<file path="src/rtl/segmentos_7_seq.sv">
`default_nettype none
// ============================================================================
// Module      : segmentos_7_seq
// Description : Sequential binary-to-BCD converter (double dabble, one step
//               per clock) driving DIGITS seven-segment displays, with
//               optional leading-zero blanking and overflow dash display.
// Revision    : 1.0  initial release
// ============================================================================
module segmentos_7_seq #(
    parameter int WIDTH      = 8,
    parameter int DIGITS     = 3,
    parameter int BLANK_LZ   = 1,
    parameter int ACTIVE_LOW = 1
) (
    input  logic                  clk,
    input  logic                  rst,
    input  logic                  start,
    input  logic [WIDTH-1:0]      input_signal,
    output logic                  busy,
    output logic                  done,
    output logic                  ovf,
    output logic [4*DIGITS-1:0]   bcd,
    output logic [7*DIGITS-1:0]   hex
);

    // Number of decimal digits needed to hold 2^w-1 (w <= 20 fits in 7).
    function automatic int f_dec_digits(input int w);
        int v;
        int n;
        v = (1 << w) - 1;
        n = 0;
        for (int i = 0; i < 8; i++) begin
            if (v > 0) begin
                n = n + 1;
                v = v / 10;
            end
        end
        if (n < 1) begin
            n = 1;
        end
        return n;
    endfunction

    // Active-high segment pattern for one decimal digit, bit0=a .. bit6=g.
    function automatic logic [6:0] f_seg(input logic [3:0] d);
        logic [6:0] s;
        case (d)
            4'd0:    s = 7'h3F;
            4'd1:    s = 7'h06;
            4'd2:    s = 7'h5B;
            4'd3:    s = 7'h4F;
            4'd4:    s = 7'h66;
            4'd5:    s = 7'h6D;
            4'd6:    s = 7'h7D;
            4'd7:    s = 7'h07;
            4'd8:    s = 7'h7F;
            4'd9:    s = 7'h6F;
            default: s = 7'h00;
        endcase
        return s;
    endfunction

    // Accumulator keeps every digit the input can produce so overflow is
    // detectable and no bit is shifted out during the conversion.
    localparam int c_ND_RAW = f_dec_digits(WIDTH);
    localparam int c_ND     = (c_ND_RAW > DIGITS) ? c_ND_RAW : DIGITS;
    localparam int c_AW     = 4 * c_ND;
    localparam int c_CW     = $clog2(WIDTH);
    localparam logic [c_CW-1:0] c_CNT_LAST = c_CW'(WIDTH - 1);
    localparam logic [6:0]      c_INV      = (ACTIVE_LOW != 0) ? 7'h7F : 7'h00;
    localparam logic [6:0]      c_DASH     = 7'h40;

    typedef enum logic [1:0] {
        ST_IDLE = 2'd0,
        ST_CONV = 2'd1,
        ST_DONE = 2'd2
    } state_t;

    state_t                  r_state;
    state_t                  w_state_nxt;
    logic [WIDTH-1:0]        r_sh;
    logic [c_AW-1:0]         r_acc;
    logic [c_CW-1:0]         r_cnt;
    logic                    r_busy;
    logic                    r_done;
    logic                    r_ovf;
    logic [4*DIGITS-1:0]     r_bcd;
    logic [7*DIGITS-1:0]     r_hex;

    logic [c_AW-1:0]         w_acc_adj;
    logic [c_AW+WIDTH-1:0]   w_shifted;
    logic                    w_ovf;
    logic                    w_seen;
    logic [6:0]              w_code;
    logic [7*DIGITS-1:0]     w_hex;

    // State register; reset always wins, discarding any partial conversion.
    always_ff @(posedge clk) begin
        if (rst) begin
            r_state <= ST_IDLE;
        end else begin
            r_state <= w_state_nxt;
        end
    end

    // Next-state logic: WIDTH conversion cycles, then a single DONE cycle.
    always_comb begin
        w_state_nxt = r_state;
        case (r_state)
            ST_IDLE: if (start) w_state_nxt = ST_CONV;
            ST_CONV: if (r_cnt == c_CNT_LAST) w_state_nxt = ST_DONE;
            ST_DONE: w_state_nxt = ST_IDLE;
            default: w_state_nxt = ST_IDLE;
        endcase
    end

    // Double-dabble correction: add 3 to every nibble >= 5 before the shift.
    always_comb begin
        w_acc_adj = r_acc;
        for (int k = 0; k < c_ND; k++) begin
            if (r_acc[4*k +: 4] >= 4'd5) begin
                w_acc_adj[4*k +: 4] = r_acc[4*k +: 4] + 4'd3;
            end
        end
        w_shifted = {w_acc_adj, r_sh} << 1;
    end

    // Overflow: any accumulator digit beyond the displayed ones is nonzero.
    always_comb begin
        w_ovf = 1'b0;
        for (int k = DIGITS; k < c_ND; k++) begin
            if (r_acc[4*k +: 4] != 4'd0) begin
                w_ovf = 1'b1;
            end
        end
    end

    // Segment encoding, scanning from the top digit to find leading zeros.
    always_comb begin
        w_hex  = '0;
        w_seen = 1'b0;
        w_code = 7'h00;
        for (int k = DIGITS - 1; k >= 0; k--) begin
            w_seen = w_seen | (r_acc[4*k +: 4] != 4'd0);
            if (w_ovf) begin
                w_code = c_DASH;
            end else if (w_seen || (k == 0) || (BLANK_LZ == 0)) begin
                w_code = f_seg(r_acc[4*k +: 4]);
            end else begin
                w_code = 7'h00;
            end
            w_hex[7*k +: 7] = w_code ^ c_INV;
        end
    end

    // Datapath and registered outputs, sequenced by the current state.
    always_ff @(posedge clk) begin
        if (rst) begin
            r_sh   <= '0;
            r_acc  <= '0;
            r_cnt  <= '0;
            r_busy <= 1'b0;
            r_done <= 1'b0;
            r_ovf  <= 1'b0;
            r_bcd  <= '0;
            r_hex  <= {DIGITS{c_INV}};
        end else begin
            r_done <= 1'b0;
            case (r_state)
                ST_IDLE: begin
                    if (start) begin
                        r_sh   <= input_signal;
                        r_acc  <= '0;
                        r_cnt  <= '0;
                        r_busy <= 1'b1;
                    end
                end
                ST_CONV: begin
                    r_acc <= w_shifted[c_AW+WIDTH-1:WIDTH];
                    r_sh  <= w_shifted[WIDTH-1:0];
                    r_cnt <= r_cnt + c_CW'(1);
                end
                ST_DONE: begin
                    r_bcd  <= r_acc[4*DIGITS-1:0];
                    r_hex  <= w_hex;
                    r_ovf  <= w_ovf;
                    r_done <= 1'b1;
                    r_busy <= 1'b0;
                end
                default: begin
                    r_busy <= 1'b0;
                end
            endcase
        end
    end

    assign busy = r_busy;
    assign done = r_done;
    assign ovf  = r_ovf;
    assign bcd  = r_bcd;
    assign hex  = r_hex;

endmodule
`default_nettype wire

</file>
<file path="config.mk">
export PLATFORM = sky130hd
export DESIGN_NAME = segmentos_7_seq
export DESIGN_NICKNAME = d
export VERILOG_FILES = /design/src/rtl/segmentos_7_seq.sv
export SDC_FILE = /design/constraint.sdc
export NUM_CORES = 1
export LEC_CHECK = 0
export CAP_MARGIN = 10
export CORE_ASPECT_RATIO = 0.6
export CORE_MARGIN = 5
export CORE_UTILIZATION = 55
export DETAILED_ROUTE_END_ITERATION = 16
export HOLD_SLACK_MARGIN = 0.06
export PLACE_DENSITY = 0.79
export SETUP_SLACK_MARGIN = 0.05
export SLEW_MARGIN = 0
export SYNTH_ARGS = -nofsm -noshare
export SYNTH_HDL_FRONTEND = slang
export SYNTH_SLANG_ARGS = --single-unit
export TNS_END_PERCENT = 5
</file>
<file path="constraint.sdc">
create_clock -name clk -period 3.33 [get_ports clk]
set_clock_uncertainty 0.2 [all_clocks]
set_input_delay 0.8325 -clock clk [delete_from_list [all_inputs] [get_ports clk]]
set_output_delay 0.8325 -clock clk [all_outputs]
set_load 0.1 [all_outputs]
</file>
==> impl_metrics.json, run 1 <==
{
  "insertion_delay_ns": 0.34,
  "seqPwrFrac_pct": 45.4,
  "clkPwrFrac_pct": 49.4,
  "htree_levels": 3,
  "cts_tree": "done",
  "power_density_nw_per_um2": 473,
  "gp_congestion": 0.888,
  "cts.clk_slew.worst_paths_ns": 0.06,
  "via_per_inst": 5.70,
  "die_h_um": 74.4,
  "fin_nets": 515,
  "synth_cell_types": 60,
  "hp-class": "flip-flop to flip-flop",
  "synth-async-reset-ratio_pct": 0,
  "p_comb_share_pct": 5.1,
  "synth.avg_cell_area_um2": 8.89,
  "post_cts_resized": 0,
  "grt_pass1_wl_um": 15400,
  "ys_seq_elements": 81,
  "die_area_um2": 8720,
  "wl_met3_um": 576,
  "switching_share_pct": 21.3,
  "maxUsedRoutingLayer": "met4",
  "wl_per_cell_um": 16.0,
  "first_pass_iters": 5,
  "rows": 23,
  "worst-path-max-fanout": 3,
  "status": "finished clean",
  "layout.core_utilization_pct": 69.0,
  "fillCellCount": 556,
  "ctsHoldBuffers": 0,
  "dpl_cell_area_um2": 4300,
  "clock_sinks": 81,
  "arrival_ns": 3.20,
  "wirelength_um": 9100,
  "grt_max_degree": 28,
  "post_cts_buffers": 0,
  "cts-root-buf": "clkbuf_16",
  "p_leak_nw": 2.00,
  "antenna_left": 0,
  "post-route-min-period_ns": 3.16,
  "worstSetupStartpointType": "input pin",
  "max_freq_ghz": 0.317,
  "wl_met1_um": 4360,
  "relSlewSlack_pct": 40.5,
  "crit_type": "input pin to flip-flop",
  "synthFlopType": "dfxtp_1",
  "clk_path_buf_depth": 2,
  "setup_viol": 0,
  "tns_ns": 0,
  "slew_viol_final": 0,
  "drv_cap": 0,
  "netlist_instances": 427,
  "syn_nets": 465,
  "rsz0062_at_grt": "no",
  "grt_pass1_vias": 3253,
  "die_w_um": 117,
  "drt_iter0_markers": 270,
  "drcViolationCount": 0,
  "worst_pin_slew_ns": 0.890,
  "vias": 3246,
  "antenna_found_initial": 0,
  "layout-drive-gt1-share_pct": 18.5,
  "hold_slack_ns": 0.251,
  "p_int_mw": 1.72,
  "yosysWarnings": 0,
  "core_um2": 6710,
  "grt_overflow_total": 0,
  "synth-seq-area-share_pct": 42.7,
  "synth_area_um2": 3800,
  "met2RoutedLength_um": 4000,
  "period_share_pct": 94.8,
  "cts_buffers": 9,
  "hold_viol": 0,
  "synth_edf_count": 0,
  "area_growth_pct": 21.8,
  "fin_area_um2": 4630,
  "cp.required_ns": 3.37,
  "io_pins": 47,
  "start_util_pct": 56.6,
  "grt_usage_pct": 22.7,
  "p_sw_mw": 0.466,
  "io_buffers": 45,
  "cp-end-kind": "flip-flop",
  "post-dp-hpwl_um": 6430,
  "ir_worst_vdd_mv": 0.388,
  "antenna_cells": 0
}
## power groups by stage
| stage | Combinational, mW | Clock (mW) | Sequential [mW] |
|---|---|---|---|
| 2_1_floorplan | 0.0698 | 0 | 1.02 |
| 3_3_place_gp | 0.108 | 0 | 1.01 |
| 3_5_place_dp | 0.111 | 0 | 1.01 |
| 4_1_cts | 0.111 | 1.09 | 0.993 |
| 5_1_grt | 0.122 | 1.14 | 0.995 |
| 6_report | 0.112 | 1.08 | 0.994 |
## cell type report
class | count | area [µm²] | share of cell area [%]
Sequential cell | 81 | 1620 | 35.0
Timing Repair Buffer | 68 | 536 | 11.6
Tap cell | 87 | 109 | 2.35
Inverter | 25 | 93.8 | 2.03
Multi-Input combinational cell | 292 | 1940 | 41.9
Clock buffer | 11 | 253 | 5.46
Clock inverter | 5 | 77.6 | 1.68
## final timing paths
check	slack (ns)	from	cells past startpoint	endpoint
setup reg to reg	0.53	r_state[0]	7	flip-flop
hold reg to reg	0.25	w_code[4]	1	hex[4]
setup / recovery	0.17	rst	8	flip-flop
hold / removal	0.25	w_code[4]	1	hex[4]
## cells by family after synthesis
family	Yosys count	share of synthesized area, %
muxes	2	0.593
other	1	0.0988
adders and majority gates	27	8.90
and+or+nand+nor	152	19.6
AOI/OAI and AO/OA	109	21.5
xor gates and xnor gates	1	0.231
buffers and inverters	54	6.36
DFF	81	42.7
## metal layers
metal  global-route usage [%]  vias up
li1                         -     1599
met1                     29.9     1544
met2                     35.5       88
met3                     6.59       15
met4                     8.65        0
met5                        0        -
## layout by cell type, fill, tap and decap left out, drive strengths merged, types with 3 or more instances in the layout
cell type,synthesis,final
a2111oi,7,7
a211oi,9,9
a21o,5,5
a21oi,22,22
a22o,4,4
a311oi,7,7
and2,4,4
and3,4,4
buf,12,58
clkbuf,17,11
clkdlybuf4s50,0,10
dfxtp,81,81
ha,27,27
inv,25,25
nand2,74,74
nand2b,5,5
nand3,16,16
nor2,21,21
nor3,6,6
nor3b,3,3
nor4bb,3,3
o211ai,9,9
o21ai,24,24
o22ai,4,4
o311ai,3,3
or3,3,3
or3b,4,4
## cell usage after synthesis (all sizes together), types with 4 or more instances
cell type  count  share of area [%]
and2           4               0.66
nand2b         5               0.82
clkbuf        17                1.7
inv           25                2.5
a311oi         7                1.6
o211ai         9                1.8
nand3         16                2.1
and3           4               0.66
a22o           4               0.92
a21oi         22                2.9
o21ai         24                3.2
a211oi         9                2.0
a21o           5               0.99
nor2          21                2.3
buf           12                2.2
nor3           6               0.79
nand2         74                7.3
dfxtp         81                 43
a2111oi        7                2.1
o22ai          4               0.66
or3b           4               0.92
ha            27                8.9
## worst max-delay path: stages
cell	delay, ns
clkdlybuf4s50_1	0.47
or3b_1	0.44
a2111oi_1	0.46
a211oi_1	0.15
buf_4	0.17
ha_1	0.17
or3b_1	0.41
o311ai_1	0.10
## stage by stage
step,total power [mW],instances,worst slack [ns]
after floorplan,1.09,427,0.345
after global placement,1.12,553,0.0137
after detailed placement,1.12,553,-0.163
after global routing,2.26,569,0.0848
after CTS,2.20,569,0.184
final,2.19,569,0.172
No activity file was read; power rests on OpenSTA's default activity.
==> run 2, diff against run 1 <==
--- a/config.mk
+++ b/config.mk
@@ -5,7 +5,7 @@
 export SDC_FILE = /design/constraint.sdc
 export NUM_CORES = 1
 export LEC_CHECK = 0
-export CAP_MARGIN = 10
+export CAP_MARGIN = 20
 export CORE_ASPECT_RATIO = 0.6
 export CORE_MARGIN = 5
 export CORE_UTILIZATION = 55
@@ -17,4 +17,4 @@
 export SYNTH_ARGS = -nofsm -noshare
 export SYNTH_HDL_FRONTEND = slang
 export SYNTH_SLANG_ARGS = --single-unit
-export TNS_END_PERCENT = 5
+export TNS_END_PERCENT = 1
==> results of run 2 <==
The final DEF is identical to that of run 1; final timing and power are the same.
==> run 3, diff against run 2 <==
--- a/config.mk
+++ b/config.mk
@@ -13,6 +13,7 @@
 export HOLD_SLACK_MARGIN = 0.06
 export PLACE_DENSITY = 0.79
 export SETUP_SLACK_MARGIN = 0.05
+export SKIP_CTS_REPAIR_TIMING = 1
 export SLEW_MARGIN = 0
 export SYNTH_ARGS = -nofsm -noshare
 export SYNTH_HDL_FRONTEND = slang
==> results of run 3 <==
The final DEF is identical to that of run 1; final timing and power are the same.
==> RTL edit 1: new RTL, flow settings as in run 2 <==
`DIGITS`: 3 -> 2.
--- a/src/rtl/segmentos_7_seq.sv
+++ b/src/rtl/segmentos_7_seq.sv
@@ -8,7 +8,7 @@
 // ============================================================================
 module segmentos_7_seq #(
     parameter int WIDTH      = 8,
-    parameter int DIGITS     = 3,
+    parameter int DIGITS     = 2,
     parameter int BLANK_LZ   = 1,
     parameter int ACTIVE_LOW = 1
 ) (
Ports: changed (resized bcd and hex); port bits go from 47 to 36. The function was not compared with the original's and may differ.
==> RTL edit 1 against run 2 <==
Wire length down 28%; count of clock-buffer cells in the layout is 1 lower; core utilization is 2.0 points lower; synthesized area is 18% lower; final cell count fell by 19%; worst setup slack gained 0.28 ns; largest cell class unchanged; first-iteration DRC count fell by 72%; total power is 26% lower; cell area fell by 20%; sequential cell count shrank 17.
==> RTL edit 1: results (changes against run 2) <==
status=completed; Synth Area in Adders=8.454% (-0.44 points); top cells by area, synth=dfxtp_1 (41%), ha_1 (8.5%), nand2_1 (7.0%), a21oi_1 (4.2%), nor2_1 (3.3%); H-tree depth=3 (unchanged); n_diodes=0 (unchanged); Max Root-Sink Buffers=2 (unchanged); GPL Wtd Cong=0.8609 (-3.0%); Worst-Skew Late Latency=0.35 ns; Pleak=1.523 nW (-24%); Num CTS Buffers=9 (unchanged); GRT Total Usage=20.12% (-2.6 points); Place WS=0.1128 ns (+0.2755 ns); NumNets Final=417 (-19%); complex-gate fraction of the synthesized area=22.18% (+0.70 points); Seq/Total Area, Yosys=41.22% (-1.5 points); CP top delay family=simple AND/OR/NAND/NOR gates; Hold Path End=bcd[3]$_SDFFE_PP0P_; Fill cells=461 (-17%); dpl cells=443 (-20%); mux cell area share after synthesis=1.127% (+0.53 points); First-pass DRT Iterations=4 (-1); vias=2493 (-23%); Rel. slew slack=62.09% (+22 points); root buffer cell=clkbuf_8; Hold Path Depth=2 (+1); crit path DAT=2.93 ns (-0.27 ns); fraction of registers with async set/reset=0% (unchanged); Worst R2R Path Depth=11 (+4); FF-to-FF Start=r_acc[0]$_SDFFE_PP0N_; Post-Synth XOR/XNOR Area=0.5636% (+0.33 points); first-pass GRT wire length=11310 um (-27%); Post-synth EDFFs=0 (unchanged); synthesized net count=378 (-19%); Crit Path Max Fanout=7 (+4); drt first-iter violations=76 (-72%); reg2reg setup slack=0.69 ns (+0.16 ns); final setup margin=0.4533 ns (+0.2808 ns); Worst IR Drop VDD=311.9 uV (-20%); layout cells sized above 1=18.97% (+0.51 points); slowest stage cell, crit path=clkdlybuf4s50_1; Total Wirelength=6556 um (-28%); largest net degree at the start of global routing=41 (+46%); Hold Crit Start=bcd[3]$_SDFFE_PP0P_; Finished Layout Cells=459 (-19%); Min Hold Slack=0.2534 ns (+0.002862 ns); post-synthesis cell count=346 (-19%); Distinct cells, synth=53 (-12%); initial antenna violation count=0 (unchanged); Synth top cells by count=dfxtp_1 (64), nand2_1 (58), nor2_1 (27); post-DP HPWL=4760 um (-26%); max incr delay on CP=0.53 ns (+0.06 ns); IO buf count=35 (-22%); Ys Warns=0 (unchanged)
RTL edit 1: cells by family (layout without fill, tap and decap cells):
| logic type | Yosys count | after routing |
|---|---|---|
| muxes | 3 | 3 |
| buffers and inverters | 38 | 82 |
| and+or+nand+nor | 128 | 128 |
| adders and majority gates | 21 | 21 |
| AOI/OAI and AO/OA | 90 | 90 |
| xor gates and xnor gates | 2 | 2 |
| DFF | 64 | 64 |
RTL edit 1: worst max-delay path by stage:
stage	cells after the start	from	end
2_1_floorplan	8	rst	flop
3_3_place_gp	9	rst	flop
3_5_place_dp	8	rst	flop
4_1_cts	8	rst	flop
5_1_grt	8	rst	flop
6_report	8	rst	flop
RTL edit 1: per-layer routing:
metal  up-vias  GRT usage [%]  wire length (um)
li1       1276              -                 -
met1      1165          25.51              3380
met2        43          32.71              2790
met3         9          6.880               311
met4         0          6.380                73
met5         -              0                 0
RTL edit 1: layout make-up:
type	instances	area share [%]
Clock inverter	6	2.234
Inverter	19	2.065
Multi-Input combinational cell	244	44.41
Sequential cell	64	34.66
Clock buffer	10	3.724
Tap cell	69	2.336
Timing Repair Buffer	47	10.56
RTL edit 1: tightest hold or removal path: cells and delay by family (launching register included):
family,cells,cell delay [ns]
flip-flops,1,0.31
AND/OR/NAND/NOR,1,0.05
AO/OA/AOI/OAI,1,0.05
RTL edit 1: through the flow:
stage / area [um2] / total power, mW
5_1_grt: 3696 / 1.677
3_5_place_dp: 3476 / 0.9034
3_3_place_gp: 3476 / 0.9015
4_1_cts: 3696 / 1.631
2_1_floorplan: 3108 / 0.8710
6_report: 3696 / 1.620
RTL edit 1: power breakdown:
group	total [mW]	switching [mW]	leakage [nW]	internal (mW)
logic	0.0970	0.0566	0.892	0.0404
registers	0.790	0.0105	0.520	0.779
clock network	0.734	0.296	0.112	0.437
==> RTL edit 2: new RTL, flow settings as in run 2 <==
Without the edit above. Encoding of `state_t`: now one-hot (3 bits for 3 states).
--- a/src/rtl/segmentos_7_seq.sv
+++ b/src/rtl/segmentos_7_seq.sv
@@ -70,10 +70,10 @@
     localparam logic [6:0]      c_INV      = (ACTIVE_LOW != 0) ? 7'h7F : 7'h00;
     localparam logic [6:0]      c_DASH     = 7'h40;
 
-    typedef enum logic [1:0] {
-        ST_IDLE = 2'd0,
-        ST_CONV = 2'd1,
-        ST_DONE = 2'd2
+    typedef enum logic [2:0] {
+        ST_IDLE = 3'b001,
+        ST_CONV = 3'b010,
+        ST_DONE = 3'b100
     } state_t;
 
     state_t                  r_state;
Function: no difference found for any inputs over 10 cycles, from zero or initial values and one cycle with rst high; not proved beyond that.
==> RTL edit 2 against run 2 <==
Combinational power rose by 8%; final cell count rose by 3.5%; clock power rose by 4%; worst setup slack improved by 0.18 ns; via count barely moved; wire length fell by 6.0%; hold slack got worse by 0.0069 ns; synthesized area rose by 1.6%; sequential cell count rose by 1; total power rose by 3.0%; cell area rose by 1.0%.
==> RTL edit 2: results (changes against run 2) <==
max incr delay on CP=0.45 ns (-0.02 ns); vias in the first global route=2957 (-9.1%); NumNets Final=536 (+4.1%); Crit Path Max Fanout=10 (+7); H-tree depth=3 (unchanged); layout cells sized above 1=18.33% (-0.14 points); crit path DAT=3.05 ns (-0.15 ns); GRT Total Usage=20.48% (-2.2 points); IO buf count=45 (unchanged); mux cell area share after synthesis=1.687% (+1.1 points); post-CTS sizing=0 (unchanged); Num CTS Buffers=9 (unchanged); status=completed; drt first-iter violations=242 (-10%); Synth Area in Adders=8.758% (-0.14 points); Post-Synth XOR/XNOR Area=0.9082% (+0.68 points); complex-gate fraction of the synthesized area=21.57% (+0.087 points); pin slew with the least headroom to its limit=0.8064 ns (-0.08319 ns); Pleak=1.889 nW (-5.3%); Ys Warns=0 (unchanged); synthesized net count=489 (+5.2%); fraction of registers with async set/reset=0% (unchanged); Synth top cells by count=nand2_1 (88), dfxtp_1 (82), nor2_1 (32); post-DP HPWL=6090 um (-5.2%); Worst Hold Class=reg2reg; slowest stage cell, crit path=clkdlybuf4s50_1; Distinct cells, synth=62 (+3.3%); setup bufs post-CTS=0 (unchanged); hold_buf cts=0 (unchanged); GPL Wtd Cong=0.9051 (+1.9%); n_diodes=0 (unchanged); top cells by area, synth=dfxtp_1 (43%), ha_1 (8.8%), nand2_1 (8.6%), a21oi_1 (3.8%), o21ai_0 (3.5%); clock-pin slew on the worst setup and hold paths=0.06 ns (about the same); Top FF cell, synth=dfxtp_1; Max Root-Sink Buffers=2 (unchanged); First-pass DRT Iterations=4 (-1); Area Growth Syn to Fin=21.15%; Seq/Total Area, Yosys=42.56% (-0.15 points); first-pass GRT wire length=14530 um (-5.6%); Worst-Skew Late Latency=0.34 ns (about the same); initial antenna violation count=0 (unchanged); Total Wirelength=8556 um (-6.0%); vias=3247 (+0.031%); Worst IR Drop VDD=394.2 uV (+1.7%); root buffer cell=clkbuf_16; largest net degree at the start of global routing=29 (+3.6%)
==> RTL edit 2: cell count changes after synthesis, sizes merged, moves of 4 or more <==
cell | before | now
o31ai | 0 | 4
or3b | 4 | 0
a21oi | 22 | 31
nand3 | 16 | 7
clkbuf | 17 | 12
a22o | 4 | 0
nand2 | 74 | 88
o21ai | 24 | 38
nor2 | 21 | 34
a2111oi | 7 | 1
a22oi | 0 | 6
inv | 25 | 20
==> RTL edit 2: through the flow <==
| step | cells | utilization, % | instance area [um2] | setup slack [ns] |
|---|---|---|---|---|
| 3_3_place_gp | 574 | 64.33 | 4332 | 0.1531 |
| 3_5_place_dp | 574 | 64.33 | 4332 | 0.06327 |
| 4_1_cts | 589 | 69.40 | 4673 | 0.3853 |
| 6_report | 589 | 69.40 | 4673 | 0.3499 |
| 5_1_grt | 589 | 69.40 | 4673 | 0.1535 |
| 2_1_floorplan | 451 | - | 3857 | 0.4117 |
==> RTL edit 2: critical path, delay by kind of cell <==
kind,cells,cell delay [ns]
AND/OR/NAND/NOR,2,0.44
AO/OA/AOI/OAI,3,0.63
multiplexers,1,0.26
adder cells (fa/ha/maj),1,0.30
buffers and inverters,2,0.57
==> RTL edit 2: worst paths after layout <==
| kind | start | end | slack (ns) | cells after the start |
|---|---|---|---|---|
| worst max-delay path | start | flop | 0.35 | 9 |
| worst min-delay path | w_code[0]$_DFF_P_ | hex[0]$_SDFFE_PP1P_ | 0.24 | 1 |
| worst max register to register | r_state[1]$_SDFFE_PP0P_ | flop | 0.43 | 7 |
| worst min register to register | w_code[0]$_DFF_P_ | hex[0]$_SDFFE_PP1P_ | 0.24 | 1 |
==> RTL edit 2: area by class of cell <==
type | instances | area [um2]
fill | 537 | 2061
multi-input combinational | 322 | 2008
sequential | 82 | 1642
timing repair buffer | 63 | 498.0
clock buffer | 10 | 239.0
tap | 87 | 108.9
clock inverter | 5 | 102.6
inverter | 20 | 75.07
==> RTL edit 2: report_power, final <==
part	leakage, nW	internal [mW]	switching (mW)
registers	0.665	0.995	0.0123
clock network	0.165	0.747	0.378
logic	1.06	0.0453	0.0755
total	1.89	1.79	0.465
==> RTL edit 2: metal layers <==
metal / wire, um / GRT usage [%]
met2: 3632 / 30.09
met1: 4251 / 28.66
met5: 0 / 0
met3: 569 / 6.456
met4: 103 / 7.252
==> RTL edit 2: kinds of logic (layout without fill, tap and decap cells) <==
family | count (synthesis) | after routing
XOR/XNOR | 4 | 4
flip-flops | 82 | 82
buffers and inverters | 47 | 98
multiplexers | 6 | 6
AND/OR/NAND/NOR | 162 | 162
AO/OA/AOI/OAI | 122 | 122
adder cells (fa/ha/maj) | 27 | 27
other | 1 | 1
